==> config.mk <==
export PLATFORM = sky130hd
export DESIGN_NAME = uart_rx
export DESIGN_NICKNAME = d
export VERILOG_FILES = /design/src/rtl/uart_pkg.sv /design/src/rtl/uart_sync2.sv /design/src/rtl/uart_rx.sv
export SDC_FILE = /design/constraint.sdc
export NUM_CORES = 1
export LEC_CHECK = 0
export ABC_CLOCK_PERIOD_IN_PS = 3900
export CAP_MARGIN = 20
export CORE_MARGIN = 4
export CORE_UTILIZATION = 53
export CTS_BUF_LIST = sky130_fd_sc_hd__clkbuf_8
export CTS_CLUSTER_DIAMETER = 100
export DETAILED_ROUTE_END_ITERATION = 12
export PLACE_DENSITY = 0.83
export SYNTH_ARGS = -nofsm -noshare
export SYNTH_HDL_FRONTEND = slang
export SYNTH_SLANG_ARGS = --single-unit
==> constraint.sdc <==
create_clock -name clk -period 3.9 [get_ports clk]
set_clock_uncertainty 0.15 [all_clocks]
set_input_delay 0.585 -clock clk [delete_from_list [all_inputs] [get_ports clk]]
set_output_delay 0.585 -clock clk [all_outputs]
set_load 0.02 [all_outputs]
==> src/rtl/uart_pkg.sv <==
// Shared UART definitions used by both the transmitter and the receiver.
package uart_pkg;

    localparam int unsigned DATA_W_DEF     = 8;
    localparam int unsigned OVERSAMPLE_DEF = 16;

    typedef enum logic [2:0] {
        StIdle,
        StStart,
        StData,
        StParity,
        StStop,
        StBreakWait
    } uart_state_e;

    // Expected parity bit: p_sel=0 -> odd (~^data), p_sel=1 -> even (^data).
    // Data is zero-extended by callers; zero bits do not change the XOR.
    function automatic logic parity_bit(input logic [31:0] data, input logic p_sel);
        return p_sel ? (^data) : (~^data);
    endfunction

endpackage

==> src/rtl/uart_sync2.sv <==
// Two-flop synchronizer for a single asynchronous input bit.
module uart_sync2 #(
    parameter logic RST_VAL = 1'b1
) (
    input  logic clk,
    input  logic rst,
    input  logic d,
    output logic q
);

    logic meta_q;
    logic sync_q;

    // Two-stage capture; both flops reset to the line's idle level.
    always_ff @(posedge clk or negedge rst) begin
        if (!rst) begin
            meta_q <= RST_VAL;
            sync_q <= RST_VAL;
        end else begin
            meta_q <= d;
            sync_q <= meta_q;
        end
    end

    assign q = sync_q;

endmodule

==> src/rtl/uart_rx.sv <==
// UART receiver: start, DATA_W bits LSB first, parity, stop; 16x oversampled.
module uart_rx
    import uart_pkg::*;
#(
    parameter int unsigned OVERSAMPLE = OVERSAMPLE_DEF,
    parameter int unsigned DATA_W     = DATA_W_DEF
) (
    input  logic              clk,
    input  logic              rst,
    input  logic              baud_tick_rx,
    input  logic              rx_d_in,
    input  logic              p_sel,
    output logic [DATA_W-1:0] rx_d_out,
    output logic              rx_valid,
    output logic              parity_err,
    output logic              frame_err,
    output logic              rx_busy
);

    localparam int unsigned TICK_W = $clog2(OVERSAMPLE);
    localparam int unsigned BIT_W  = (DATA_W > 1) ? $clog2(DATA_W) : 1;

    localparam logic [TICK_W-1:0] TICK_MID  = TICK_W'(OVERSAMPLE / 2 - 1);
    localparam logic [TICK_W-1:0] TICK_END  = TICK_W'(OVERSAMPLE - 1);
    localparam logic [BIT_W-1:0]  BIT_LAST  = BIT_W'(DATA_W - 1);

    logic rx_s;

    uart_state_e       state_q, state_d;
    logic [TICK_W-1:0] tick_cnt_q, tick_cnt_d;
    logic [BIT_W-1:0]  bit_cnt_q, bit_cnt_d;
    logic [DATA_W-1:0] shift_q, shift_d;
    logic              par_q, par_d;
    logic              p_sel_q, p_sel_d;
    logic [DATA_W-1:0] rx_d_out_q, rx_d_out_d;
    logic              parity_err_q, parity_err_d;
    logic              frame_err_q, frame_err_d;
    logic              rx_valid_q, rx_valid_d;
    logic [DATA_W:0]   shift_ext;

    uart_sync2 #(
        .RST_VAL (1'b1)
    ) u_sync (
        .clk (clk),
        .rst (rst),
        .d   (rx_d_in),
        .q   (rx_s)
    );

    // New bit enters at the MSB so the byte assembles LSB first.
    assign shift_ext = {rx_s, shift_q};

    // Next-state logic; everything advances only on baud ticks except the valid pulse.
    always_comb begin
        state_d      = state_q;
        tick_cnt_d   = tick_cnt_q;
        bit_cnt_d    = bit_cnt_q;
        shift_d      = shift_q;
        par_d        = par_q;
        p_sel_d      = p_sel_q;
        rx_d_out_d   = rx_d_out_q;
        parity_err_d = parity_err_q;
        frame_err_d  = frame_err_q;
        rx_valid_d   = 1'b0;

        if (baud_tick_rx) begin
            unique case (state_q)
                StIdle: begin
                    if (!rx_s) begin
                        state_d    = StStart;
                        tick_cnt_d = '0;
                        p_sel_d    = p_sel;
                    end
                end
                StStart: begin
                    if (tick_cnt_q == TICK_MID) begin
                        tick_cnt_d = '0;
                        if (!rx_s) begin
                            state_d   = StData;
                            bit_cnt_d = '0;
                        end else begin
                            // Start bit did not survive to mid-bit: treat as a glitch.
                            state_d = StIdle;
                        end
                    end else begin
                        tick_cnt_d = tick_cnt_q + TICK_W'(1);
                    end
                end
                StData: begin
                    if (tick_cnt_q == TICK_END) begin
                        shift_d    = shift_ext[DATA_W:1];
                        tick_cnt_d = '0;
                        bit_cnt_d  = bit_cnt_q + BIT_W'(1);
                        if (bit_cnt_q == BIT_LAST) begin
                            state_d   = StParity;
                            bit_cnt_d = '0;
                        end
                    end else begin
                        tick_cnt_d = tick_cnt_q + TICK_W'(1);
                    end
                end
                StParity: begin
                    if (tick_cnt_q == TICK_END) begin
                        par_d      = rx_s;
                        tick_cnt_d = '0;
                        state_d    = StStop;
                    end else begin
                        tick_cnt_d = tick_cnt_q + TICK_W'(1);
                    end
                end
                StStop: begin
                    if (tick_cnt_q == TICK_END) begin
                        rx_d_out_d   = shift_q;
                        parity_err_d = (par_q != parity_bit(32'(shift_q), p_sel_q));
                        frame_err_d  = ~rx_s;
                        rx_valid_d   = 1'b1;
                        tick_cnt_d   = '0;
                        // A low stop bit means the line may be held in break; wait it out.
                        state_d      = rx_s ? StIdle : StBreakWait;
                    end else begin
                        tick_cnt_d = tick_cnt_q + TICK_W'(1);
                    end
                end
                StBreakWait: begin
                    if (rx_s) begin
                        state_d = StIdle;
                    end
                end
                default: begin
                    state_d = StIdle;
                end
            endcase
        end
    end

    // State and output registers with asynchronous active-low reset.
    always_ff @(posedge clk or negedge rst) begin
        if (!rst) begin
            state_q      <= StIdle;
            tick_cnt_q   <= '0;
            bit_cnt_q    <= '0;
            shift_q      <= '0;
            par_q        <= 1'b0;
            p_sel_q      <= 1'b0;
            rx_d_out_q   <= '0;
            parity_err_q <= 1'b0;
            frame_err_q  <= 1'b0;
            rx_valid_q   <= 1'b0;
        end else begin
            state_q      <= state_d;
            tick_cnt_q   <= tick_cnt_d;
            bit_cnt_q    <= bit_cnt_d;
            shift_q      <= shift_d;
            par_q        <= par_d;
            p_sel_q      <= p_sel_d;
            rx_d_out_q   <= rx_d_out_d;
            parity_err_q <= parity_err_d;
            frame_err_q  <= frame_err_d;
            rx_valid_q   <= rx_valid_d;
        end
    end

    assign rx_d_out   = rx_d_out_q;
    assign rx_valid   = rx_valid_q;
    assign parity_err = parity_err_q;
    assign frame_err  = frame_err_q;
    assign rx_busy    = (state_q != StIdle);

endmodule

# [Yosys cells after proc, flatten, opt, wreduce, memory -nomap -nowiden]
# Index checks and enable logic that the tools add are counted.
# Widths: inputs -> output; s select.
[totals] ff_bits=33 in_bits=5 output_inout_bits=12
[classes] n_addsub=2 eq_ne=17 n_mux=23 n_bitwise=1 reduce_logical=14
[ops] cell="$mux 3" n=12
[ops] cell="$reduce_xnor 32->1" n=1
[ops] cell="$reduce_xor 32->1" n=1
[ops] cell="$pmux 3 s6" n=1
[ops] cell="$reduce_and 3->1" n=5
[ops] cell="$ne 2x2->1 const B" n=7
[ops] cell="$mux 4" n=3
[ops] cell="$pmux 4 s3" n=1
[ops] cell="$eq 3x3->1 const B" n=3
[ops] cell="$reduce_and 8->1" n=1
[ops] cell="$eq 3x2->1 const B" n=2
[ops] cell="$pmux 3 s2" n=1
[ops] cell="$reduce_bool 3->1" n=2
[ops] cell="$reduce_and 5->1" n=1
[ops] cell="$add 4x1->4 const B" n=1
[ops] cell="$eq 4x3->1 const B" n=1
[ops] cell="$eq 4x4->1 const B" n=1
[ops] cell="$mux 1" n=4
[ops] cell="$add 3x1->3 const B" n=1
[ops] cell="$eq 3x1->1 const B" n=1
[ops] cell="$logic_not 3->1" n=1
[ops] cell="$reduce_or 3->1" n=1
[ops] cell="$mux 2" n=1
[ops] cell="$ne 2x1->1 const B" n=1
[ops] cell="other kinds (3)" n=3

# [Depth between registers and ports, before layout]
[depth] depth_word=4 depth_mapped=7

# [Modules after synthesis]
# A second synthesis with hierarchy kept.
[hier_totals] hier_cells=123 area_unflattened_um2=1559.0
[by_module_without_submodules] mod="uart_rx" instances=1 cells_each=121 area_per_inst_um2=1506.4 seq_area_each_um2=775.7
[by_module_without_submodules] mod="uart_sync2" instances=1 cells_each=2 area_per_inst_um2=52.6 seq_area_each_um2=52.6

# [Worst setup path after synthesis]
# OpenSTA, ideal clock, no wires.
[synth_path] path_type="register -> register" start="reg tick_cnt_q[0]" end="reg shift_q[0]" setup_ns=0.127 arrival_time_ns=1.460 setup_slack_ns=2.163 path_stages_with_launch=6 path_buffers=1 period_less_slack_ns=1.737 cell_sequence="dfrtp_1 > ha_1 > and3_4 > and3_1 > buf_4 > mux2_1"
[synth_between] elab_chain_cells=2
[synth_rtl] element="start: declaration" line_no="uart_rx.sv:30" text="logic [TICK_W-1:0] tick_cnt_q, tick_cnt_d;"
[synth_rtl] element="start signal: assignment" line_no="uart_rx.sv:151" text="tick_cnt_q <= tick_cnt_d;"
[synth_rtl] element="$eq 4x4->1" line_no="uart_rx.sv:90" text="if (tick_cnt_q == TICK_END) begin"
[synth_rtl] element="$reduce_and 3->1 (no line)"
[synth_rtl] element="end signal: assignment" line_no="uart_rx.sv:153" text="shift_q <= shift_d;"
[synth_rtl] element="end: declaration" line_no="uart_rx.sv:32" text="logic [DATA_W-1:0] shift_q, shift_d;"
# Every way passes these cells.
# A chain may end at the register's enable or synchronous reset.

# [Worst setup path in the final report]
[layout_path] start="reg state_q[0]" end="out rx_busy"
[layout_between] elab_chain_cells=1
[layout_rtl] element="start: declaration" line_no="uart_rx.sv:29" text="uart_state_e state_q, state_d;"
[layout_rtl] element="start signal: assignment" line_no="uart_rx.sv:139" text="state_q <= StIdle;"
[layout_rtl] element="start signal: assignment" line_no="uart_rx.sv:150" text="state_q <= state_d;"
[layout_rtl] element="$reduce_bool 3->1" line_no="uart_rx.sv:167" text="assign rx_busy = (state_q != StIdle);"
[layout_rtl] element="end: declaration" line_no="uart_rx.sv:17" text="output logic rx_busy"
# Every way passes these cells.

==> results.md <==
- PostCTS Resize Cnt: 0
- Die height: 65.5 µm
- Slowest stage cell, crit path: dfrtp_1
- Mapped cell area: 0.00175 mm²
- Number of CTS-inserted buffers: 5
- Crit path largest cell delay: around 0.74 ns
- Worst hold slack: 0.205 ns
- CTS Buffer Depth: 2
- Synthesis-to-finish area growth: 14.7%
- RSZ-0062 raised after global routing: no
- Most common cell after layout, fill and taps aside: dfrtp_1
- Clk sink count: 33
- Total GRT Usage: between 10% and 20%
- # fillers: 273
- GP Congestion: 0.804
- Sum of buffers and inverters on the critical path: 2
- Cells after Synth: 149
- Drt wl/cell: 13.8 µm
- Run status: completed
- Congestion Overflow GR: 0
- Endpoints failing setup: 0
- DR vias/cell: about 5.4
- Clk slew on worst S/H paths: about 0.060 ns
- Largest net degree at the start of global routing: 34
- Port bufs: 16
- H-tree depth: 2
- Seq. cell area: 828 µm²
- Reg-to-Reg Start: state_q[1]
- Worst Setup SP: state_q[0]
- Final worst slack: 1.32 ns
- Layout cell share with drive strength beyond 1: 19.3%
- Max-cap violations: 0
- Detailed Route Iter0 Violations: 51
- Initial antenna violation count: 0
- Clk_lat worst skew: about 0.28 ns
- Die area: approximately 0.0043 mm²
- PwrDens: 528 mW/mm²
- ANT nets after route: 0
- Routed WL: 2900 µm
- Required @ worst endpoint: 3.16 ns
- Syn Nets: 157
- Area of the multi-input gates: 817 µm²
- Final HPWL DP: 2070 µm
- CP endpoint kind: output pin
- Std cell rows: 20
- Largest delay share family, worst path: flip-flops
- Slew @ Worst Pin: approximately 0.6 ns
- Average cell area after synthesis: approximately 12 µm²
- # IOs: 17
- Final period util: 66.2%
- Ant diodes: 0
- Crit path kind: reg -> out
- Cell variety after synth: 44
- Core ar.: 0.00310 mm²
- Relative slew slack: between 50% and 60%
- Hold_sp: u_sync.meta_q
- Crit Path Max Fanout: 16
- Fin Setup TNS: 0 ns
- Fmax: 0.387 GHz
- Nets@finish: 173
- Post-CTS setup buffer count: 0
- Post-Place Setup Slack: around 1.5 ns
- Leak: around 0.95 nW
- Via count: 1143
- Post-Layout Cell Count: 210
- Syn. warnings: 0
- Hold buffers post-CTS: 0
- Arrival time worst endpoint: 1.85 ns
- DRC viols: 0
- Final Hold Vio Count: 0
- Synth Register Bits: 33
- Placed Cells: 202
- Global-route wire length before repair: ~5200 µm
- Most frequent cells in the layout: dfrtp_1 (31), clkdlybuf4s50_1 (16), mux2_1 (13), xnor2_1 (11)
- Initial Util: approximately 56%
- Hold/Removal Path Class: reg -> reg
- CP cell instances: nor3_2 > inv_2 > clkdlybuf4s50_1
- Vias in the first global route: about 1200
- CTS tree: done
- First drt pass iteration count: 4
- Post-synthesis sequential area ratio: between 40% and 50%
- Worst VDD drop: 271 µV
- Max-slew violations: 0
- Worst Setup Start Kind: flip-flop
- Die Width: 65.5 µm
- Final Core Density: about two thirds
- Tmin final: approximately 2.6 ns
- CTS Root Cell: clkbuf_8
[area by class of cell]
cell class,count,share of cell area [%]
tap,44,2.74
clock buffer,7,4.80
multi-input combinational,98,40.7
inverter,10,1.87
clock inverter,1,0.249
timing repair buffer,17,8.35
sequential,33,41.3
[cells by family (layout without fill, tap and decap cells)]
logic type / count (synthesis) / count (layout) / share of synthesized area [%]
simple gates: 35 / 35 / 13.2
mux: 19 / 19 / 13.2
buf+inv: 18 / 35 / 5.94
xor+xnor: 13 / 13 / 6.51
fa+ha+maj: 3 / 3 / 2.15
compound gates: 28 / 28 / 11.6
flops: 33 / 33 / 47.4
[flip-flops by register name (all words and copies together), names as in the netlist, 3 cells and up]
signal      cells
state_q         3
tick_cnt_q      4
shift_q         8
bit_cnt_q       3
rx_d_out        8
[worst reg2reg max path, cell delays in order (launching register included)]
cell	delay, ns
dfrtp_1	0.62
inv_2	0.12
nor3_2	0.31
and3_1	0.42
mux2_1	0.37
[per-stage QoR]
stage / power (mW) / area, µm²
after floorplan: 0.740 / 1750
after CTS: 1.07 / 2010
after detailed placement: 0.793 / 1910
after global routing: 1.13 / 2010
final: 1.06 / 2010
after global placement: 0.774 / 1910
[power by group]
group / internal, mW / switching (mW) / total (mW)
clock: 0.159 / 0.116 / 0.275
sequential: 0.384 / 0.0732 / 0.457
combinational: 0.150 / 0.179 / 0.329
[synth_stat cells, drive strengths merged]
| cell type | instances | area, µm² |
|---|---|---|
| dfrtp | 31 | 776 |
| mux2 | 18 | 221 |
| o21ai | 11 | 58.8 |
| xnor2 | 11 | 96.3 |
| inv | 9 | 33.8 |
| buf | 8 | 66.3 |
| nor2 | 7 | 26.3 |
| nand2 | 6 | 22.5 |
| nor3 | 6 | 56.3 |
| nand3 | 5 | 25.0 |
| a21oi | 4 | 23.8 |
| a21o | 3 | 22.5 |
| and3 | 3 | 23.8 |
| ha | 3 | 37.5 |
| a211oi | 2 | 20.0 |
| dfstp | 2 | 52.6 |
| nand2b | 2 | 15.0 |
| nand4 | 2 | 27.5 |
| o211ai | 2 | 15.0 |
| o22ai | 2 | 12.5 |
| xor2 | 2 | 17.5 |
| a31oi | 1 | 21.3 |
| a32o | 1 | 10.0 |
| and2 | 1 | 8.76 |
| and4bb | 1 | 12.5 |
| clkinv | 1 | 3.75 |
| mux2i | 1 | 10.0 |
| nand3b | 1 | 7.51 |
| nor2b | 1 | 6.26 |
| o211a | 1 | 10.0 |
| o311ai | 1 | 8.76 |
[final timing paths]
path                                to  slack (ns)  depth (start not counted)
hold reg to reg               u_sync.q        0.20                          0
hold / removal                u_sync.q        0.20                          0
min in group asynchronous  rx_d_out[2]        0.55                          2
max in group asynchronous     u_sync.q        2.72                          2
setup reg to reg            shift_q[7]        1.79                          4
setup / recovery               rx_busy        1.32                          3
[metal layers]
metal / part of all wire (%) / vias to the layer above / global-route usage (%)
li1: - / 551 / -
met3: 4.0 / 5 / 4.27
met4: 1.4 / 0 / 6.48
met1: 45 / 563 / 18.7
met5: 0 / - / 0
met2: 49 / 24 / 26.8
Power figures use the tool's default switching activity.
